--- config.mk ---
export PLATFORM = sky130hd
export DESIGN_NAME = mem_access_unit_flat
export DESIGN_NICKNAME = d
export VERILOG_FILES = /design/src/rtl/mem_access_unit_if.sv /design/src/rtl/mem_access_unit.sv /design/src/flat_wrapper.sv
export SDC_FILE = /design/constraint.sdc
export NUM_CORES = 1
export LEC_CHECK = 0
export CAP_MARGIN = 20
export CORE_ASPECT_RATIO = 1.5
export CORE_MARGIN = 3
export CORE_UTILIZATION = 46
export CTS_CLUSTER_DIAMETER = 120
export DETAILED_ROUTE_END_ITERATION = 10
export GPL_TIMING_DRIVEN = 0
export PLACE_DENSITY_LB_ADDON = 0.1
export SETUP_SLACK_MARGIN = 0.15
export SYNTH_ARGS = -nofsm -noshare
export SYNTH_HDL_FRONTEND = slang
export SYNTH_SLANG_ARGS = --single-unit
export TNS_END_PERCENT = 10
--- constraint.sdc ---
create_clock -name clk -period 4.75 [get_ports clk]
set_input_delay 1.425 -clock clk [delete_from_list [all_inputs] [get_ports clk]]
set_output_delay 1.425 -clock clk [all_outputs]
set_load 0.03 [all_outputs]
--- src/rtl/mem_access_unit_if.sv ---
// ---------------------------------------------------------------------------
// mem_access_unit_if
// SRAM-like data bus between the load/store unit and data memory: a
// single-outstanding request with an addr_ok / data_ok handshake.
//
// Signals:
//   data_req      unit -> mem  request valid, held until data_addr_ok
//   data_wr       unit -> mem  1 = write, 0 = read
//   data_size     unit -> mem  0 byte, 1 half, 2 word
//   data_addr     unit -> mem  full byte address
//   data_wdata    unit -> mem  store data replicated across byte lanes
//   data_wstrb    unit -> mem  byte strobes (all zero on reads)
//   data_addr_ok  mem -> unit  address accepted
//   data_data_ok  mem -> unit  read data valid / write complete
//   data_rdata    mem -> unit  read data
//
// Modports: master (load/store unit side), slave (memory side).
// ---------------------------------------------------------------------------
interface mem_access_unit_if #(
  parameter int ADDR_W = 32
) ();
  logic              data_req;
  logic              data_wr;
  logic [1:0]        data_size;
  logic [ADDR_W-1:0] data_addr;
  logic [31:0]       data_wdata;
  logic [3:0]        data_wstrb;
  logic              data_addr_ok;
  logic              data_data_ok;
  logic [31:0]       data_rdata;

  modport master (
    output data_req, data_wr, data_size, data_addr, data_wdata, data_wstrb,
    input  data_addr_ok, data_data_ok, data_rdata
  );

  modport slave (
    input  data_req, data_wr, data_size, data_addr, data_wdata, data_wstrb,
    output data_addr_ok, data_data_ok, data_rdata
  );
endinterface

--- src/rtl/mem_access_unit.sv ---
// ---------------------------------------------------------------------------
// mem_access_unit
// Load/store unit behind the M stage. Turns the M-stage address, store data
// and access type into one transaction on the data bus, formats store data
// and byte strobes, and sign/zero-extends load data into rdata_out. Holds
// the pipeline (mem_stall) while a transaction is in flight.
//
// Ports:
//   clk           system clock, rising edge
//   rst           asynchronous reset, active low
//   mem_en        M-stage instruction accesses memory
//   mem_wr        1 = store, 0 = load
//   mem_type      00 byte, 01 half, 10/11 word
//   mem_unsigned  zero-extend loads (LBU/LHU)
//   addr          M-stage effective address
//   wdata         unaligned store value
//   flush         cancel the current M-stage instruction
//   hold          external M-stage stall; keeps the unit in DONE
//   rdata_out     registered, aligned and extended load result
//   mem_stall     pipeline stall request
//   adel / ades   load / store address error (combinational)
//   bus_err       1-cycle bus timeout pulse (timeout build only)
//   bus           data bus, master side of mem_access_unit_if
//
// Build option: define MEM_ACCESS_TIMEOUT_EN to add a TIMEOUT_CYCLES
// watchdog on the ADDR/DATA wait. Without it the unit waits indefinitely
// and neither bus_err nor TIMEOUT_CYCLES exists.
// ---------------------------------------------------------------------------
module mem_access_unit #(
  parameter int ADDR_W = 32
`ifdef MEM_ACCESS_TIMEOUT_EN
  ,
  parameter int TIMEOUT_CYCLES = 256
`endif
) (
  input  logic              clk,
  input  logic              rst,
  input  logic              mem_en,
  input  logic              mem_wr,
  input  logic [1:0]        mem_type,
  input  logic              mem_unsigned,
  input  logic [ADDR_W-1:0] addr,
  input  logic [31:0]       wdata,
  input  logic              flush,
  input  logic              hold,
  output logic [31:0]       rdata_out,
  output logic              mem_stall,
  output logic              adel,
  output logic              ades,
`ifdef MEM_ACCESS_TIMEOUT_EN
  output logic              bus_err,
`endif
  mem_access_unit_if.master bus
);

  typedef enum logic [1:0] {
    IDLE = 2'd0,
    ADDR = 2'd1,
    DATA = 2'd2,
    DONE = 2'd3
  } stateT;

  stateT state;
  logic  cancelR;       // request was flushed while on the bus
  logic  loadUnsigned;  // captured mem_unsigned of the in-flight load

  // Bus size encoding; type 11 is treated as a word.
  function automatic logic [1:0] busSize(input logic [1:0] t);
    case (t)
      2'b00:   busSize = 2'd0;
      2'b01:   busSize = 2'd1;
      default: busSize = 2'd2;
    endcase
  endfunction

  // Replicate the store value across every lane it could land in.
  function automatic logic [31:0] storeData(input logic [1:0] t, input logic [31:0] wd);
    case (t)
      2'b00:   storeData = {4{wd[7:0]}};
      2'b01:   storeData = {2{wd[15:0]}};
      default: storeData = wd;
    endcase
  endfunction

  function automatic logic [3:0] storeStrb(input logic [1:0] t, input logic [1:0] off);
    case (t)
      2'b00:   storeStrb = 4'b0001 << off;
      2'b01:   storeStrb = off[1] ? 4'b1100 : 4'b0011;
      default: storeStrb = 4'b1111;
    endcase
  endfunction

  // Pick the addressed byte/half out of the bus word and extend it.
  function automatic logic [31:0] fmtLoad(input logic [31:0] w, input logic [1:0] off,
                                          input logic [1:0] size, input logic uns);
    logic [7:0]  b;
    logic [15:0] h;
    case (off)
      2'd0:    b = w[7:0];
      2'd1:    b = w[15:8];
      2'd2:    b = w[23:16];
      default: b = w[31:24];
    endcase
    h = off[1] ? w[31:16] : w[15:0];
    case (size)
      2'd0:    fmtLoad = uns ? {24'd0, b} : {{24{b[7]}}, b};
      2'd1:    fmtLoad = uns ? {16'd0, h} : {{16{h[15]}}, h};
      default: fmtLoad = w;
    endcase
  endfunction

  logic misaligned;
  logic startReq;
  logic cancelNow;
  logic completing;

  assign misaligned = ((mem_type == 2'b01) & addr[0]) |
                      (mem_type[1] & (addr[1:0] != 2'b00));
  assign adel       = mem_en & ~mem_wr & misaligned;
  assign ades       = mem_en &  mem_wr & misaligned;
  assign startReq   = mem_en & ~misaligned & ~flush;
  // A flush seen at any point of the handshake cancels the write-back.
  assign cancelNow  = cancelR | flush;
  // addr_ok is only honoured in ADDR; in DATA only data_ok matters.
  assign completing = ((state == ADDR) & bus.data_addr_ok & bus.data_data_ok) |
                      ((state == DATA) & bus.data_data_ok);
  assign mem_stall  = ((state == IDLE) & startReq) | (state == ADDR) | (state == DATA);

`ifdef MEM_ACCESS_TIMEOUT_EN
  localparam int CNT_W = $clog2(TIMEOUT_CYCLES + 1);
  logic [CNT_W-1:0] waitCnt;
  logic             timeoutHit;

  // TIMEOUT_CYCLES cycles spent in ADDR+DATA without completion.
  assign timeoutHit = (waitCnt == CNT_W'(TIMEOUT_CYCLES - 1));

  // Watchdog counter: cleared when a request starts, counts while waiting.
  always_ff @(posedge clk or negedge rst) begin
    if (!rst) begin
      waitCnt <= '0;
    end else if (state == IDLE && startReq) begin
      waitCnt <= '0;
    end else if (state == ADDR || state == DATA) begin
      waitCnt <= waitCnt + CNT_W'(1);
    end else begin
      waitCnt <= waitCnt;
    end
  end
`endif

  // Transaction FSM with registered bus fields and load result.
  always_ff @(posedge clk or negedge rst) begin
    if (!rst) begin
      state          <= IDLE;
      rdata_out      <= 32'd0;
      cancelR        <= 1'b0;
      loadUnsigned   <= 1'b0;
      bus.data_req   <= 1'b0;
      bus.data_wr    <= 1'b0;
      bus.data_size  <= 2'd0;
      bus.data_addr  <= '0;
      bus.data_wdata <= 32'd0;
      bus.data_wstrb <= 4'd0;
`ifdef MEM_ACCESS_TIMEOUT_EN
      bus_err        <= 1'b0;
`endif
    end else begin
`ifdef MEM_ACCESS_TIMEOUT_EN
      bus_err <= 1'b0;
`endif
      case (state)
        IDLE: begin
          if (startReq) begin
            state          <= ADDR;
            cancelR        <= 1'b0;
            loadUnsigned   <= mem_unsigned;
            bus.data_req   <= 1'b1;
            bus.data_wr    <= mem_wr;
            bus.data_size  <= busSize(mem_type);
            bus.data_addr  <= addr;
            bus.data_wdata <= storeData(mem_type, wdata);
            bus.data_wstrb <= mem_wr ? storeStrb(mem_type, addr[1:0]) : 4'b0000;
          end else begin
            state <= IDLE;
          end
        end
        ADDR, DATA: begin
          if (completing) begin
            bus.data_req <= 1'b0;
            cancelR      <= 1'b0;
            if (cancelNow) begin
              // Flushed instruction: drain the bus but never write back.
              state <= IDLE;
            end else begin
              state <= DONE;
              // Stores complete without touching the last load result.
              if (!bus.data_wr) begin
                rdata_out <= fmtLoad(bus.data_rdata, bus.data_addr[1:0],
                                     bus.data_size, loadUnsigned);
              end else begin
                rdata_out <= rdata_out;
              end
            end
          end else if (state == ADDR && bus.data_addr_ok) begin
            bus.data_req <= 1'b0;
            state        <= DATA;
            cancelR      <= cancelNow;
          end
`ifdef MEM_ACCESS_TIMEOUT_EN
          else if (timeoutHit) begin
            // Abandon the request; a late data_ok lands outside ADDR/DATA.
            bus.data_req <= 1'b0;
            cancelR      <= 1'b0;
            state        <= DONE;
            rdata_out    <= 32'hDEAD_BEEF;
            bus_err      <= 1'b1;
          end
`endif
          else begin
            state   <= state;
            cancelR <= cancelNow;
          end
        end
        DONE: begin
          if (flush || !hold) begin
            state <= IDLE;
          end else begin
            state <= DONE;
          end
        end
        default: begin
          state <= IDLE;
        end
      endcase
    end
  end

endmodule

--- src/flat_wrapper.sv ---
// flat-port wrapper written by rule: the top's interface ports become plain ports
module mem_access_unit_flat 
#(
  parameter int ADDR_W = 32

)
  (clk, rst, mem_en, mem_wr, mem_type, mem_unsigned, addr, wdata, flush, hold, rdata_out, mem_stall, adel, ades, bus_data_req, bus_data_wr, bus_data_size, bus_data_addr, bus_data_wdata, bus_data_wstrb, bus_data_addr_ok, bus_data_data_ok, bus_data_rdata);
  mem_access_unit_if #(.ADDR_W(ADDR_W)) bus_i ();
  input  logic clk;
  input  logic rst;
  input  logic mem_en;
  input  logic mem_wr;
  input  logic [1:0] mem_type;
  input  logic mem_unsigned;
  input  logic [ADDR_W-1:0] addr;
  input  logic [31:0] wdata;
  input  logic flush;
  input  logic hold;
  output logic [31:0] rdata_out;
  output logic mem_stall;
  output logic adel;
  output logic ades;
  output wire logic [$bits(bus_i.data_req)-1:0] bus_data_req;
  output wire logic [$bits(bus_i.data_wr)-1:0] bus_data_wr;
  output wire logic [$bits(bus_i.data_size)-1:0] bus_data_size;
  output wire logic [$bits(bus_i.data_addr)-1:0] bus_data_addr;
  output wire logic [$bits(bus_i.data_wdata)-1:0] bus_data_wdata;
  output wire logic [$bits(bus_i.data_wstrb)-1:0] bus_data_wstrb;
  input wire logic [$bits(bus_i.data_addr_ok)-1:0] bus_data_addr_ok;
  input wire logic [$bits(bus_i.data_data_ok)-1:0] bus_data_data_ok;
  input wire logic [$bits(bus_i.data_rdata)-1:0] bus_data_rdata;
  assign bus_data_req = bus_i.data_req;
  assign bus_data_wr = bus_i.data_wr;
  assign bus_data_size = bus_i.data_size;
  assign bus_data_addr = bus_i.data_addr;
  assign bus_data_wdata = bus_i.data_wdata;
  assign bus_data_wstrb = bus_i.data_wstrb;
  assign bus_i.data_addr_ok = bus_data_addr_ok;
  assign bus_i.data_data_ok = bus_data_data_ok;
  assign bus_i.data_rdata = bus_data_rdata;
  mem_access_unit #(.ADDR_W(ADDR_W)) u_core (.clk(clk), .rst(rst), .mem_en(mem_en), .mem_wr(mem_wr), .mem_type(mem_type), .mem_unsigned(mem_unsigned), .addr(addr), .wdata(wdata), .flush(flush), .hold(hold), .rdata_out(rdata_out), .mem_stall(mem_stall), .adel(adel), .ades(ades), .bus(bus_i));
endmodule
After elaboration in Yosys (flattened, before gate mapping)
Index checks and enable logic that the tools add are counted.

word-level totals
  register bits after elaboration = 108
  input port bits = 107
  output and inout port bits = 107
  logic and storage cells = 79

operators by class
  equal/unequal tests = 9
  shift operators = 1
  mux-type cells = 23
  bitwise operators = 22
  reduce and logical (&&, ||, !) cells = 14

operators with widths
  kind                                                                      number
  32-bit case mux with 2 select lines                                       2
  32-bit 2-to-1 mux                                                         2
  8-bit case mux with 3 select lines                                        1
  16-bit 2-to-1 mux                                                         1
  1-bit bitwise AND                                                         12
  2-bit by 1-bit equality test with 1-bit output (second input constant)    4
  2-bit logical NOT                                                         4
  2-bit 2-to-1 mux                                                          4
  4-bit 2-to-1 mux                                                          2
  4-bit case mux with 2 select lines                                        1
  2-bit equality test (second input constant)                               3
  1-bit 2-to-1 mux                                                          6
  2-bit case mux with 3 select lines                                        1
  1-bit NOT                                                                 5
  1-bit bitwise OR                                                          5
  1-bit case mux with 2 select lines                                        2
  2-bit case mux with 2 select lines                                        1
  2-bit AND reduction                                                       2
  4-bit AND reduction                                                       1
  2-bit nonzero test                                                        2
  1-bit by 2-bit left shift with 4-bit output (first input constant)        1
  3-bit by 1-bit inequality test with 1-bit output (second input constant)  1
  3-bit AND reduction                                                       1
  2-bit by 1-bit inequality test with 1-bit output (second input constant)  1
  4 further kinds                                                           4

Longest topological paths before layout
  depth after elaboration = 9
  mapped depth = 9
  mapped depth without buffers = 6

Worst setup path before layout
No wires, ideal clock.

  path kind = input-to-output
  from = input port mem_type[1]
  to = output port mem_stall
  arrival time = 2.404 ns
  data required time = 3.325 ns
  setup slack = 0.921 ns
  stages = 6
  path through = clkbuf_1 o21ai_1 nand4_1 buf_2 buf_2 nand2_1

on the way
  longest elaborated chain between the ends = 9

ends and longest elaborated chain
  item                                            RTL line                source
  start, declared                                 flat_wrapper.sv:13      input logic [1:0] mem_type;
  2-bit by 1-bit equality test with 1-bit output  mem_access_unit.sv:117  assign misaligned = ((mem_type == 2'b01) & addr[0]) |
  1-bit bitwise AND                               mem_access_unit.sv:117
  1-bit bitwise OR (*)                            mem_access_unit.sv:117
  1-bit NOT (*)                                   mem_access_unit.sv:121  assign startReq = mem_en & ~misaligned & ~flush;
  1-bit bitwise AND (*) (2 in a row)              mem_access_unit.sv:121
  1-bit bitwise AND (*)                           mem_access_unit.sv:127  assign mem_stall = ((state == IDLE) & startReq) | (state == ADDR) | (state == DATA);
  1-bit bitwise OR (*) (2 in a row)               mem_access_unit.sv:127
  end, declared                                   flat_wrapper.sv:20      output logic mem_stall;

Every way passes the cells marked *; elsewhere a longest branch is shown, timed or not.

Worst setup path in the final report
  from = input port flush
  to = output port mem_stall

on the way
  longest elaborated chain between the ends = 5

ends and longest elaborated chain
  item                           RTL line                source
  start, declared                flat_wrapper.sv:17      input logic flush;
  1-bit NOT                      mem_access_unit.sv:121
  1-bit bitwise AND              mem_access_unit.sv:121
  1-bit bitwise AND              mem_access_unit.sv:127
  1-bit bitwise OR (2 in a row)  mem_access_unit.sv:127

No other way between the ends.

==> impl_metrics.py <==
metrics = {
    "run": {
        "maxCapViolCount": 0,
    },
    "synth": {
        "synth_fa_ha_area_frac": 0.01476,
        "synth_area_per_cell_um2": 10.71,
        "synth_top_area_cell": "dfrtp_1",
        "yosysMostFrequentCell": "dfrtp_1",
        "yosys.cell_types.count": 44,
        "yosys_warnings": 0,
        "yosysSeqAreaShare": 0.5315,
        "synth_xor_area_frac": 0,
        "synth_nets": 588,
        "synthSimpleGateAreaFrac": 0.1184,
        "ys_ff_latch": 108,
        "synthArstFlopShare": 1.000,
        "synthTopCellsByArea": "dfrtp_1, mux2_2, mux2i_1",
        "synth_edf_count": 0,
        "synth_top_family_by_area": "multiplexers",
        "ys_top_cells_by_count": "dfrtp_1, nand2_1, nor2_1",
        "synth_compound_area_frac": 0.1393,
        "synth.top_cell.area_share": 0.5315,
        "syn-instance-count": 475,
        "synth_top_flop_cell": "dfrtp_1",
        "muxShareOfSynthArea": 0.1570,
        "syn_area_um2": 5085,
    },
    "drt": {
        "firstDrtPassIters": 4,
        "dr_total_vias": 4492,
        "wl_per_cell_um": 17.97,
        "drcViolationCount": 0,
        "routed_wirelength_um": 15280,
        "final_antenna_net_count": 0,
        "first_iter_violations": 213,
        "post_drt_via_cell_ratio": 5.285,
    },
    "global_routing": {
        "grt_pass1_vias": 4993,
        "antenna_found_initial": 0,
        "grt_first_pass_wirelength_um": 24810,
        "grt-ovfl-total": 0,
        "grt_use_total": 0.2554,
        "grt_max_degree": 61,
    },
    "sta": {
        "maxSlewViolCount": 0,
        "finalCriticalPeriod_ps": 4460,
        "holdWs_ps": 481.9,
        "hold_viol_final": 0,
        "max_slew_margin": 0.4701,
        "max_freq_ghz": 0.2242,
        "rsz0062_at_grt": "false",
        "worst_slew_pin_slew_ps": 794.8,
        "skew_ps": 12.48,
        "setup_viol": 0,
        "min_period_over_period": 0.9389,
    },
    "worst_setup_path": {
        "cp-end-kind": "primary output",
        "arrival_ps": 3030,
        "rr_endpoint": "u_core.rdata_out[9]",
        "r2r_start": "u_core.state[0]",
        "worstSetupStartpoint": "flush",
        "crit_end": "mem_stall",
        "startpoint_type": "primary input",
        "rrSetupSlack_ps": 2500,
        "path_class": "in2out",
        "reg2reg_depth": 8,
        "required_ps": 3320,
        "critical_path_peak_fanout": 10,
    },
    "worst_hold_path": {
        "hp-class": "reg2reg",
        "min-delay-start": "u_core.bus.data_wdata[8]",
    },
    "die": {
        "core_region_area_um2": 10710,
        "die_area_um2": 12380,
        "ios": 214,
        "fp.dieW_um": 91.85,
        "die_h_um": 134.8,
        "rows": 46,
        "initial_utilization": 0.4750,
    },
    "clocking": {
        "clk_latency_ps": 360,
        "clkSlewWorstSetupHoldPaths_ps": 70,
        "cts_max_level": 3,
        "cts_tree": "done",
        "clock_path_buffers": 2,
        "cts_buffers": 9,
        "postCtsHoldBufs": 0,
        "cts-root-buf": "clkbuf_16",
        "clock_sinks": 108,
    },
    "outcome": {
        "outcome": "finished clean",
    },
    "finish": {
        "drive_gt1_frac": 0.1516,
        "design_area_um2": 7755,
        "final_cells": 850,
        "diodes": 0,
        "multiInputGateArea_um2": 2190,
        "nets": 814,
        "fillers": 830,
        "area_growth_pct": 52.51,
        "seq_area_um2": 2703,
    },
    "pwr": {
        "p_leak_uw": 0.003366,
        "power.density_nw_per_um2": 441.1,
        "ir_drop_v": 0.0002537,
    },
    "placed_design": {
        "gp_congestion": 0.8991,
        "dp_cells": 832,
        "postPlaceCellArea_um2": 7412,
        "dp_hpwl_um": 12110,
        "io_buffers": 212,
    },
}
-- cells by family after synthesis --
group | after synthesis
fa+ha+maj | 6
compound gates | 110
buf+inv | 38
flops | 108
mux | 72
simple gates | 141
-- layer usage --
layer	wire, µm	global-route usage	up-vias
met1	5252	0.2612	2131
li1	-	-	2128
met2	8114	0.4720	197
met3	1333	0.07637	36
met4	578	0.1182	0
met5	0	0	-
-- stage by stage --
step | utilization | TNS, ps | setup slack, ps | power (µW)
2_1_floorplan | - | 0 | 921.1 | 2014
3_3_place_gp | 0.6900 | -194710 | -1809 | 2631
3_5_place_dp | 0.6924 | -303.1 | -303.1 | 2664
4_1_cts | 0.7228 | 0 | 160.4 | 3445
5_1_grt | 0.7244 | 0 | 168.2 | 3588
6_report | 0.7244 | 0 | 290.1 | 3421
-- what timing repair did --
action	4_1_cts	5_1_grt
buffers inserted	1	1
pin swaps	1	1
endpoints found under the hold margin	0	0
resized for setup	5	4
endpoints found under the setup margin	1	1
gates cloned	0	0
-- power by group --
group / internal, µW / total (µW) / switching, µW
Clock: 428 / 778 / 350
Sequential: 1120 / 1230 / 115
Combinational: 625 / 1410 / 788
-- layout make-up --
class / count / share of cell area
flip-flops and latches: 108 / 0.3485
multi-input cells: 329 / 0.2823
repair buffers: 215 / 0.2796
clock buffers: 10 / 0.03082
well taps: 144 / 0.02323
plain buffers: 31 / 0.02291
clock inverters: 6 / 0.009197
inverters: 7 / 0.003388
-- registers in the layout, summed over array words and instances, names as in the netlist --
register	flops
u_core.loadUnsigned	1
u_core.rdata_out	32
u_core.cancelR	1
u_core.state	2
u_core.bus.data_size	2
u_core.bus.data_req	1
u_core.bus.data_wstrb	4
u_core.bus.data_addr	32
u_core.bus.data_wdata	32
u_core.bus.data_wr	1
-- layout by cell type, fill, tap and decap left out, types with 10 or more instances in the layout --
master,Yosys,layout
nand2_1,58,58
clkdlybuf4s50_1,0,208
mux2i_1,25,25
nand3_1,18,18
a21oi_1,26,26
buf_2,12,10
nor2_1,49,49
mux2_2,44,44
clkbuf_1,11,11
a21oi_2,10,10
dfrtp_1,108,108
o21ai_0,33,33
-- worst max-delay path, cell delays in order --
cell	delay (ps)
clkdlybuf4s50_1	500
nor2b_2	160
nand4_1	160
buf_4	220
clkbuf_4	200
nand2_1	80
clkdlybuf4s15_2	290
-- worst min-delay path by stage --
| stage | cells after the start | to | slack (ps) |
|---|---|---|---|
| 6_report | 2 | u_core.bus.data_wdata[8] | 480 |
| 4_1_cts | 2 | u_core.bus.data_wdata[8] | 490 |
| 3_5_place_dp | 2 | u_core.bus.data_wdata[8] | 470 |
| 3_3_place_gp | 2 | u_core.bus.data_wdata[23] | 460 |
| 5_1_grt | 2 | u_core.bus.data_wdata[22] | 510 |
| 2_1_floorplan | 1 | u_core.loadUnsigned | 480 |
Note: power is estimated with default switching activity, not from simulation.
